## config.mk

```make
export PLATFORM = sky130hd
export DESIGN_NAME = rgb_sram_writer
export DESIGN_NICKNAME = d
export VERILOG_FILES = /design/src/rtl/rgb_sram_writer.sv
export SDC_FILE = /design/constraint.sdc
export NUM_CORES = 1
export LEC_CHECK = 0
export BUFFER_PORTS_ARGS = -buffer_cell sky130_fd_sc_hd__buf_2
export CORE_MARGIN = 1
export CORE_UTILIZATION = 50
export DETAILED_ROUTE_END_ITERATION = 8
export PLACE_DENSITY = 0.77
export SLEW_MARGIN = 20
export SYNTH_ARGS = -nofsm -noshare
export SYNTH_HDL_FRONTEND = slang
export SYNTH_SLANG_ARGS = --single-unit
```

## constraint.sdc

```tcl
create_clock -name CLOCK_50_I -period 3.8 [get_ports CLOCK_50_I]
set_input_delay 0.76 -clock CLOCK_50_I [delete_from_list [all_inputs] [get_ports CLOCK_50_I]]
set_output_delay 0.76 -clock CLOCK_50_I [all_outputs]
set_load 0.05 [all_outputs]
```

## src/rtl/rgb_sram_writer.sv

```systemverilog
// Purpose: clip 16.16 RGB accumulators to 8 bits, pack pixel pairs into three 16-bit words, write a frame to SRAM.
// Latency: word 0 one cycle after pixel 0 is accepted; words 1 and 2 one and two cycles after pixel 1; 5 cycles per pair minimum.
// Backpressure: pix_ready is high only in P0/P1; pix_valid outside those states is ignored, never queued.
module rgb_sram_writer #(
   parameter logic [17:0] RGB_BASE = 18'd146944,
   parameter int          PIXELS   = 76800
) (
   input  logic               CLOCK_50_I,
   input  logic               resetn,
   input  logic               start,
   input  logic               pix_valid,
   input  logic signed [31:0] R_acc,
   input  logic signed [31:0] G_acc,
   input  logic signed [31:0] B_acc,
   output logic               pix_ready,
   output logic [17:0]        SRAM_address,
   output logic [15:0]        SRAM_write_data,
   output logic               SRAM_we_n,
   output logic               busy,
   output logic               done
);

   localparam int           CW   = $clog2(PIXELS / 2 + 1);
   localparam logic [CW-1:0] LAST = CW'(PIXELS / 2 - 1);

   typedef enum logic [2:0] {IDLE, P0, W0, P1, W1, W2, DONE} state_t;

   state_t        state, next_state;
   logic [CW-1:0] pair_cnt, nxt_cnt;
   // Only the channels still needed after their capture cycle are kept:
   // B0 goes out in W1, G1/B1 in W2. R0, G0 and R1 are packed straight
   // from the clipped inputs on the accepting edge.
   logic [7:0]    b0, g1, b1;
   logic          nxt_ready, nxt_we_n, nxt_busy, nxt_done;
   logic [17:0]   nxt_addr;
   logic [15:0]   nxt_data;
   logic          accept, last_pair;
   logic [7:0]    r_clip, g_clip, b_clip;
   logic          unused_frac;

   // Saturate a signed 16.16 value to an unsigned 8-bit channel.
   function automatic logic [7:0] clip8(input logic [31:0] x);
      if (x[31])
         return 8'h00;
      else if (x[30:24] != 7'd0)
         return 8'hFF;
      else
         return x[23:16];
   endfunction

   assign accept      = pix_valid & pix_ready;
   assign last_pair   = (pair_cnt == LAST);
   assign r_clip      = clip8(R_acc);
   assign g_clip      = clip8(G_acc);
   assign b_clip      = clip8(B_acc);
   // Fraction bits are discarded by the clip.
   assign unused_frac = ^{R_acc[15:0], G_acc[15:0], B_acc[15:0]};

   // State register.
   always_ff @(posedge CLOCK_50_I or negedge resetn) begin
      if (!resetn)
         state <= IDLE;
      else
         state <= next_state;
   end

   // Next-state decode: pixel states wait on a handshake, write states always advance.
   always_comb begin
      next_state = state;
      case (state)
         IDLE:    if (start)  next_state = P0;
         P0:      if (accept) next_state = W0;
         W0:                  next_state = P1;
         P1:      if (accept) next_state = W1;
         W1:                  next_state = W2;
         W2:                  next_state = last_pair ? DONE : P0;
         DONE:                next_state = IDLE;
         default:             next_state = IDLE;
      endcase
   end

   // Next values of the registered outputs, address, data and pair counter.
   always_comb begin
      nxt_ready = (next_state == P0) || (next_state == P1);
      nxt_we_n  = !((next_state == W0) || (next_state == W1) || (next_state == W2));
      nxt_done  = (next_state == DONE);
      nxt_busy  = (next_state != IDLE);
      nxt_addr  = SRAM_address;
      nxt_data  = SRAM_write_data;
      nxt_cnt   = pair_cnt;
      case (state)
         IDLE: if (start) begin
            nxt_addr = RGB_BASE;
            nxt_cnt  = '0;
         end
         P0: if (accept) nxt_data = {r_clip, g_clip};
         W0: nxt_addr = SRAM_address + 18'd1;
         P1: if (accept) nxt_data = {b0, r_clip};
         W1: begin
            nxt_addr = SRAM_address + 18'd1;
            nxt_data = {g1, b1};
         end
         W2: begin
            nxt_addr = SRAM_address + 18'd1;
            if (!last_pair) nxt_cnt = pair_cnt + CW'(1);
         end
         default: ;
      endcase
   end

   // Output, datapath and pixel-channel registers.
   always_ff @(posedge CLOCK_50_I or negedge resetn) begin
      if (!resetn) begin
         pix_ready       <= 1'b0;
         SRAM_we_n       <= 1'b1;
         SRAM_address    <= '0;
         SRAM_write_data <= '0;
         busy            <= 1'b0;
         done            <= 1'b0;
         pair_cnt        <= '0;
         b0              <= '0;
         g1              <= '0;
         b1              <= '0;
      end else begin
         pix_ready       <= nxt_ready;
         SRAM_we_n       <= nxt_we_n;
         SRAM_address    <= nxt_addr;
         SRAM_write_data <= nxt_data;
         busy            <= nxt_busy;
         done            <= nxt_done;
         pair_cnt        <= nxt_cnt;
         if (state == P0 && accept) b0 <= b_clip;
         if (state == P1 && accept) begin
            g1 <= g_clip;
            b1 <= b_clip;
         end
      end
   end

endmodule

```

[Word level (Yosys, flattened, before mapping)]
Index checks and enable logic that the tools add are counted.
Word-level totals
  bits in registers: 81
  bits of input ports: 100
  output and inout bits: 38
  word-level logic and storage cells: 67
Cells by class
  add/sub/neg operators: 2
  equal/unequal tests: 16
  mux-type cells: 19
  bitwise logic cells: 1
  reduce and logical (&&, ||, !) cells: 18
Operators by type and width (number)
  16-bit 2-to-1 mux: 4
  8-bit 2-to-1 mux: 6
  16-bit case mux with 3 select lines: 1
  18-bit case mux with 2 select lines: 1
  16-bit case mux with 2 select lines: 1
  7-bit nonzero test: 3
  18-bit by 1-bit adder with 18-bit output, second input constant: 1
  18-bit 2-to-1 mux: 1
  3-bit case mux with 6 select lines: 1
  16-bit by 1-bit adder with 16-bit output, second input constant: 1
  16-bit == test, second input constant: 1
  3-bit == test, second input constant: 5
  3-bit by 2-bit == test with 1-bit output, second input constant: 4
  3-bit 2-to-1 mux: 4
  2-bit inequality test, second input constant: 4
  3-bit by 1-bit == test with 1-bit output, second input constant: 2
  3-bit AND reduction: 2
  3-bit nonzero test: 2
  2-bit nonzero test: 2
  3-bit zero test: 1
  1-bit logical OR: 3
  3-bit OR reduction: 1
  1-bit logical AND: 2
  2-bit AND reduction: 1
  2 further kinds: 2

[Longest topological paths before layout]
Gate-level depths: netlist (run 1).
  depth after elaboration: 7
  gate-level depth with buffers: 7
  gate-level depth less buffers: 5

[Worst setup path before layout (run 1)]
OpenSTA, ideal clock, no wires.
  path kind: flip-flop to flip-flop
  from: register SRAM_address[0]
  to: register SRAM_address[14]
  setup time: 77 ps
  arrival time: 1856 ps
  data required time: 3723 ps
  path slack: 1867 ps
  cell stages (with the launch flop): 6
  buffers on the path: 0
  clock period less this slack: 1933 ps
  path through: dfrtp_1 -> ha_1 -> and4_1 -> o2111ai_1 -> or3_1 -> a21oi_1
Between the ends
  longest elaborated chain between the ends: 2
RTL lines
  from (decl): RTL line 16  | output logic [17:0] SRAM_address,
  from (signal assigned): RTL line 127  | SRAM_address <= nxt_addr;
  18-bit by 1-bit adder with 18-bit output: RTL line 97, 100, 104
  18-bit case mux with 2 select lines: RTL line 91  | case (state)
Every way passes these cells.
A chain may end at the register's enable or synchronous reset.

[Final worst setup path (run 1)]
  from: register state[1]
  to: register pair_cnt[10]
Between the ends
  longest elaborated chain between the ends: 3
  elaborated cells between the ends (all ways): 7
  classes of those cells: eq/ne (3); mux (1); reduce/logical (3)
RTL lines
  from (decl): RTL line 28  | state_t state, next_state;
  from (signal assigned): RTL line 64  | state <= next_state;
  3-bit == test or 3-bit zero test (tied branches): RTL line 91
  2-bit inequality test (no line) or 2-bit nonzero test (tied branches)
  3-bit AND reduction (no line)
  to (signal assigned): RTL line 131  | pair_cnt <= nxt_cnt;
  to (decl): RTL line 29  | logic [CW-1:0] pair_cnt, nxt_cnt;
Parallel ways exist; a longest one is shown, timed or not.

==> results of run 1 <==
==> final cells by class <==
| type | count | area, sq um |
|---|---|---|
| clock buffers | 12 | 145 |
| clock inverters | 4 | 28.8 |
| fillers | 713 | 3090 |
| inverters | 8 | 30.0 |
| multi-input cells | 318 | 1880 |
| flip-flops and latches | 81 | 2030 |
| well taps | 102 | 128 |
| repair buffers | 93 | 482 |
==> flip-flops by register name (all words and copies together) (netlist names) <==
| signal | flops |
|---|---|
| state | 3 |
| busy | 1 |
| done | 1 |
| SRAM_write_data | 16 |
| b0 | 8 |
| pair_cnt | 16 |
| b1 | 8 |
| SRAM_address | 18 |
| pix_ready | 1 |
| g1 | 8 |
| SRAM_we_n | 1 |
==> routing by layer <==
layer	vias to the layer above	global-route usage	share of wire
met5	-	0	0
met4	0	0.0677	0.016
met3	18	0.0489	0.055
met2	121	0.356	0.46
met1	1786	0.353	0.47
li1	1776	-	-
==> worst max-delay path, cell delays in order, from the launching register on <==
cell and delay [ns]:
dfrtp_1 0.69, nor2b_1 0.61, nand2_1 0.48, or4_1 0.63, a21oi_1 0.16
==> cell usage after synthesis (2+ instances only) <==
library cell	instances
o211ai_1	2
nand2b_1	2
nand3_1	15
and3b_1	2
or3_1	7
nand2_1	43
and4_1	7
ha_1	2
buf_2	12
mux2i_1	5
and2_1	3
nor4_2	2
nand4_1	5
a22oi_1	8
and3_1	3
nor4_1	5
clkbuf_1	11
a21oi_1	15
nor2b_1	2
o41ai_1	8
o21ai_0	52
nor3b_2	2
o31ai_1	19
nor2_1	38
buf_6	2
a31oi_1	16
o31a_1	2
xor2_1	6
or4_1	9
nor3_1	6
o2111ai_1	3
buf_4	2
inv_1	8
o21ai_1	16
dfrtp_1	80
==> worst max-delay path by stage <==
stage                                      startpoint                           end  slack [ns]  cells after the start
after global routing               state[1]$_DFF_PN0_       pair_cnt[5]$_DFFE_PN0P_        0.94                      4
after detailed placement           state[1]$_DFF_PN0_      pair_cnt[10]$_DFFE_PN0P_        1.18                      4
after global placement             state[1]$_DFF_PN0_       pair_cnt[5]$_DFFE_PN0P_        1.28                      4
after CTS                          state[1]$_DFF_PN0_      pair_cnt[10]$_DFFE_PN0P_        1.15                      4
after floorplan           SRAM_address[0]$_DFFE_PN0P_  SRAM_address[14]$_DFFE_PN0P_        1.87                      5
final                              state[1]$_DFF_PN0_      pair_cnt[10]$_DFFE_PN0P_        1.15                      4
==> power by group through the flow <==
stage                     registers (mW)  logic (mW)  clock network [mW]
after floorplan                     1.80       0.687                   0
after global placement              1.42        1.40                   0
after CTS                           1.43        1.44               0.575
final                               1.43        1.45               0.565
after detailed placement            1.44        1.44                   0
after global routing                1.47        1.58               0.610
==> placed cells by master, fill, tap and decap left out, types with 3 or more instances in the layout <==
| cell type | synthesis | routed |
|---|---|---|
| a22oi_1 | 8 | 8 |
| nor2_1 | 38 | 38 |
| and4_1 | 7 | 7 |
| a31oi_1 | 16 | 16 |
| dfrtp_1 | 80 | 80 |
| buf_4 | 2 | 4 |
| xor2_1 | 6 | 6 |
| o31ai_1 | 19 | 19 |
| nand2_1 | 43 | 43 |
| nor4_1 | 5 | 5 |
| o41ai_1 | 8 | 8 |
| mux2i_1 | 5 | 5 |
| nand3_1 | 15 | 15 |
| inv_1 | 8 | 8 |
| o21ai_0 | 52 | 52 |
| or3_1 | 7 | 7 |
| nor3_1 | 6 | 6 |
| buf_2 | 12 | 88 |
| nand4_1 | 5 | 5 |
| or4_1 | 9 | 9 |
| and2_1 | 3 | 3 |
| clkbuf_8 | 0 | 10 |
| a21oi_1 | 15 | 15 |
| o2111ai_1 | 3 | 3 |
| o21ai_1 | 16 | 16 |
| and3_1 | 3 | 3 |
==> per-stage QoR <==
stage	hold slack [ns]	instances	instance area, sq um	total power, mW
3_3_place_gp	0.455	602	4540	2.82
2_1_floorplan	0.443	435	4070	2.49
3_5_place_dp	0.466	602	4540	2.88
6_report	0.422	618	4720	3.45
5_1_grt	0.487	618	4720	3.66
4_1_cts	0.482	618	4710	3.45
==> logic make-up (layout without fill, tap and decap cells) <==
| family | count (synthesis) | in the layout |
|---|---|---|
| and+or+nand+nor | 161 | 161 |
| AOI/OAI and AO/OA | 144 | 144 |
| DFF | 81 | 81 |
| buffers and inverters | 36 | 117 |
| xor gates and xnor gates | 6 | 6 |
| muxes | 5 | 5 |
| adders and majority gates | 2 | 2 |
==> flow_summary_export.csv, run 1 <==
group,metric,value,unit
placement,gp_congestion,0.872,
synth,synthMuxAreaShare,0.0123,
grt,grt_first_pass_wirelength,16.1,mm
synth,synth_nets,537,
drt,drt-wirelength-per-cell,15.9,um
timing,maxSlewViolCount,0,
timing,fin_worst_skew,0.0135,ns
worst_setup_path,critPathMaxFanout,29,
finish,postLayoutCoreUtil,0.604,
grt,grt_use_total,0.239,
finish,final_nets,613,
floorplan,die_area,0.00851,sq mm
synth,synth.top_cell.area_share,0.492,
synth,synth_top_cell_by_area,"dfrtp_1",
synth,yosysSeqAreaShare,0.498,
timing,timing.fmax,0.377,GHz
pwr,intPower,1.84,mW
grt,antenna_found_initial,0,
clock_tree,clock_latency,0.35,ns
synth,async_reset_ff_frac,1.00,
timing,worst_pin_slew,0.918,ns
synth,synthTopCellsByArea,"dfrtp_1 49%, o21ai_0 6.4%, nand2_1 4.0%",
synth,synth_top_family_by_area,"compound AO/OA/AOI/OAI gates",
run_status,outcome,"finished clean",
grt,grt_max_degree,82,
placement,dp_hpwl,6.82,mm
timing,setup_viol,0,
worst_setup_path,cp-start-kind,"register",
clock_tree,htreeDepth,3,
synth,synth_compound_area_frac,0.215,
drt,drc,0,
synth,synth-xor-area-share,0.0129,
drt,route.vias.total,3701,
worst_setup_path,rrSetupSlack,1.15,ns
synth,synth-seq-cells,81,
synth,postSynthCellCount,435,
floorplan,die_y,92.2,um
timing,slew_headroom,0.387,
timing,period_needed,2.65,ns
timing,fin_crit_sh,0.697,
synth,synthesis.area,0.00407,sq mm
drt,final_antenna_net_count,0,
clock_tree,cts_made_buffers,9,
grt,grt_overflow,0,
synth,ys_types,50,
floorplan,rows,32,
worst_setup_path,worstPathRequired,4.08,ns
pwr,power_leakage,2.05,nW
run,drv_cap,0,
clock_tree,cts_hold_buf,0,
pwr,power_density,731,mW/mm^2
synth,synth-edff-count,0,
clock_tree,cts_tree,"built",
finish,layout-drive-gt1-share,0.227,
worst_setup_path,crit_type,"register to register",
pwr,comb_power_share,0.420,
synth,synthAdderAreaFrac,0.00615,
clock_tree,root_buffer,"clkbuf_8",
drt,wl,9.86,mm
synth,yosysWarnings,0,
worst_setup_path,arrival,2.93,ns
timing,setup_ws,1.15,ns
min_path,hold_path_class,"input pin to asynchronous set/reset pin",
timing,tns,0,ns
floorplan,io_pins,138,
pwr,p_sw_frac,0.467,
worst_setup_path,cp-end-kind,"register",
floorplan,die_w,92.2,um
synth,synthFlopType,"dfrtp_1",
worst_setup_path,r2r-end,"pair_cnt[10]$_DFFE_PN0P_",
pwr,peakVddDrop,0.422,mV
timing,hold_viol,0,
drt,routed_via_density,5.99,
grt,first_global_vias,3353,
finish,diodes,0,
placement,preCtsSetupSlack,1.18,ns
pwr,p_seq_frac,0.416,
clock_tree,clkSlewWorstSetupHoldPaths,0.08,ns
floorplan,design.core.area,0.00781,sq mm
pwr,p_switching,1.61,mW
clock_tree,cts.sinks,81,
placement,io_buffers,89,
drt,drtIter0Drc,283,
worst_setup_path,reg2regPathDepth,4,
timing,rsz0062_at_grt,"false",
worst_setup_path,r2r_start,"state[1]$_DFF_PN0_",
clock_tree,clockBufferDepth,2,
pwr,p_clk_frac,0.164,
drt,firstDrtPassIters,5,
finish,syn_to_final_growth,15.9,%
clock_tree,cts_setup_buffers,0,
clock_tree,cts_resized,0,
synth,yosys.area_share.simple,0.213,
synth,syn_avg_cell_area,9.36,sq um
floorplan,start_util,0.521,
No activity file was read; power rests on OpenSTA's default activity.
==> inputs of run 2 (changes only) <==
--- a/config.mk
+++ b/config.mk
@@ -7,9 +7,9 @@
 export LEC_CHECK = 0
 export BUFFER_PORTS_ARGS = -buffer_cell sky130_fd_sc_hd__buf_2
 export CORE_MARGIN = 1
-export CORE_UTILIZATION = 50
+export CORE_UTILIZATION = 46
 export DETAILED_ROUTE_END_ITERATION = 8
-export PLACE_DENSITY = 0.77
+export PLACE_DENSITY = 0.74
 export SLEW_MARGIN = 20
 export SYNTH_ARGS = -nofsm -noshare
 export SYNTH_HDL_FRONTEND = slang
==> constraint.sdc (replaced) <==
create_clock -name CLOCK_50_I -period 2.25 [get_ports CLOCK_50_I]
set_input_delay 0.45 -clock CLOCK_50_I [delete_from_list [all_inputs] [get_ports CLOCK_50_I]]
set_output_delay 0.45 -clock CLOCK_50_I [all_outputs]
set_load 0.05 [all_outputs]
==> flow_summary_export.csv, run 2 (same netlist as run 1, synthesis figures left out) <==
group,metric,value,unit
drt,drt-wirelength-per-cell,15.6,um
floorplan,rows,33,
clock_tree,cts_setup_buffers,0,
timing,slew_headroom,0.672,
grt,grt_use_total,0.229,
finish,final_area,0.00483,sq mm
floorplan,design.core.area,0.00838,sq mm
clock_tree,root_buffer,"clkbuf_8",
worst_setup_path,cp_slowest_stage_delay,0.55,ns
timing,worst_pin_slew,0.492,ns
finish,layout_common_cells,"88 x buf_2, 80 x dfrtp_1, 52 x o21ai_0, 43 x nand2_1, 38 x nor2_1",
pwr,power_density,1230,mW/mm^2
floorplan,start_util,0.486,
clock_tree,cts_tree,"built",
floorplan,die_y,96.1,um
drt,final_antenna_net_count,0,
timing,hold_ws,0.0497,ns
worst_setup_path,cp_slowest_cell,"dfrtp_1",
clock_tree,htreeDepth,3,
grt,grt_first_pass_wirelength,16.2,mm
placement,dp_cells,618,
grt,grt_max_degree,38,
finish,diodes,0,
timing,tns,0,ns
timing,maxSlewViolCount,0,
floorplan,io_pins,138,
clock_tree,clock_latency,0.37,ns
finish,final_nets,626,
worst_setup_path,crit_type,"register to register",
clock_tree,clockBufferDepth,2,
finish,largest_reg_flops,18,
drt,route.vias.total,3688,
finish,layout.cells.non_filler,634,
pwr,peakVddDrop,0.866,mV
finish,layout_commonest_cell,"buf_2",
clock_tree,cts.sinks,81,
finish,reg_top3,"SRAM_address (18), SRAM_write_data (16), pair_cnt (16)",
grt,antenna_found_initial,0,
drt,wl,9.87,mm
placement,dp_hpwl,7.09,mm
timing,fin_worst_skew,0.0146,ns
run,drv_cap,0,
finish,top_register,"SRAM_address",
worst_setup_path,cp-start-kind,"register",
worst_setup_path,arrival,2.22,ns
worst_setup_path,cp-end-kind,"register",
timing,fin_crit_sh,0.860,
finish,syn_to_final_growth,18.7,%
drt,drc,0,
finish,n_fill_cell,774,
drt,routed_via_density,5.82,
worst_setup_path,crit_path_cell_trace,"and3b_1, nand2_1, or2_1, o21ai_1",
finish,final-seq-area,0.00203,sq mm
grt,first_global_vias,3402,
drt,drtIter0Drc,189,
pwr,power_leakage,2.12,nW
finish,postLayoutCoreUtil,0.576,
worst_setup_path,r2r-end,"g1[7]$_DFFE_PN0P_",
worst_setup_path,r2r_start,"state[2]$_DFF_PN0_",
timing,period_needed,1.93,ns
floorplan,die_w,96.1,um
placement,gp_congestion,0.834,
placement,io_buffers,89,
drt,firstDrtPassIters,5,
clock_tree,cts_resized,0,
worst_setup_path,worstPathRequired,2.53,ns
timing,hold_viol,0,
finish,layout-drive-gt1-share,0.250,
timing,timing.fmax,0.517,GHz
placement,dpl_cell_area,0.00465,sq mm
grt,grt_overflow,0,
timing,rsz0062_at_grt,"false",
clock_tree,clkSlewWorstSetupHoldPaths,0.09,ns
timing,setup_viol,0,
min_path,hold_path_class,"input pin to asynchronous set/reset pin",
clock_tree,cts_made_buffers,9,
floorplan,die_area,0.00923,sq mm
clock_tree,cts_hold_buf,0,
run_status,outcome,"finished clean",
worst_setup_path,rrSetupSlack,0.32,ns
worst_setup_path,reg2regPathDepth,4,
worst_setup_path,critPathMaxFanout,17,
finish,multi_input_area,0.00188,sq mm
==> run 2: changes by cell type in the layout (fill, tap and decap cells not counted) <==
cell | before | now
buf_4 | 4 | 17
clkbuf_1 | 2 | 0
inv_6 | 0 | 3
buf_6 | 1 | 0
clkbuf_8 | 10 | 9
buf_12 | 0 | 1
clkinvlp_4 | 2 | 1
clkinv_2 | 1 | 2
==> run 2: routing by layer <==
| metal | track usage | part of all wire | up-vias |
|---|---|---|---|
| li1 | - | - | 1795 |
| met1 | 0.337 | 0.47 | 1760 |
| met2 | 0.344 | 0.45 | 119 |
| met3 | 0.0355 | 0.060 | 14 |
| met4 | 0.0808 | 0.016 | 0 |
| met5 | 0 | 0 | - |
==> run 2: worst max-delay path by stage <==
stage                           startpoint                           end  cells past startpoint  slack (ns)
2_1_floorplan  SRAM_address[0]$_DFFE_PN0P_  SRAM_address[14]$_DFFE_PN0P_                      5        0.32
3_3_place_gp            state[2]$_DFF_PN0_             g1[3]$_DFFE_PN0P_                      4        0.42
3_5_place_dp            state[2]$_DFF_PN0_             b1[1]$_DFFE_PN0P_                      4        0.34
4_1_cts                 state[2]$_DFF_PN0_             b1[1]$_DFFE_PN0P_                      4        0.32
5_1_grt                 state[2]$_DFF_PN0_             g1[1]$_DFFE_PN0P_                      4        0.19
6_report                state[2]$_DFF_PN0_             g1[7]$_DFFE_PN0P_                      4        0.32
==> run 2: area by class of cell <==
cell class	instances	share of cell area
flip-flops and latches	81	0.420
multi-input cells	318	0.389
well taps	105	0.0272
inverters	8	0.00622
clock buffers	9	0.0256
repair buffers	106	0.122
clock inverters	7	0.0109
==> run 2: metrics by stage <==
stage                     total power, mW  worst slack (ns)
after floorplan                      4.21             0.317
after global placement               4.88             0.419
after detailed placement             4.95             0.341
after CTS                            5.93             0.319
after global routing                 6.34             0.193
final                                5.92             0.316
==> run 2: critical path, delay by kind of cell, from the launching register on <==
| family | cells | cell delay [ns] |
|---|---|---|
| AO/OA/AOI/OAI | 1 | 0.17 |
| flip-flops | 1 | 0.55 |
| AND/OR/NAND/NOR | 3 | 1.14 |
==> run 2: power by group <==
part	internal, mW	switching (mW)	total [mW]
Combinational	0.783	1.78	2.56
Clock	0.410	0.571	0.982
Sequential	1.96	0.416	2.38
Total	3.16	2.77	5.92
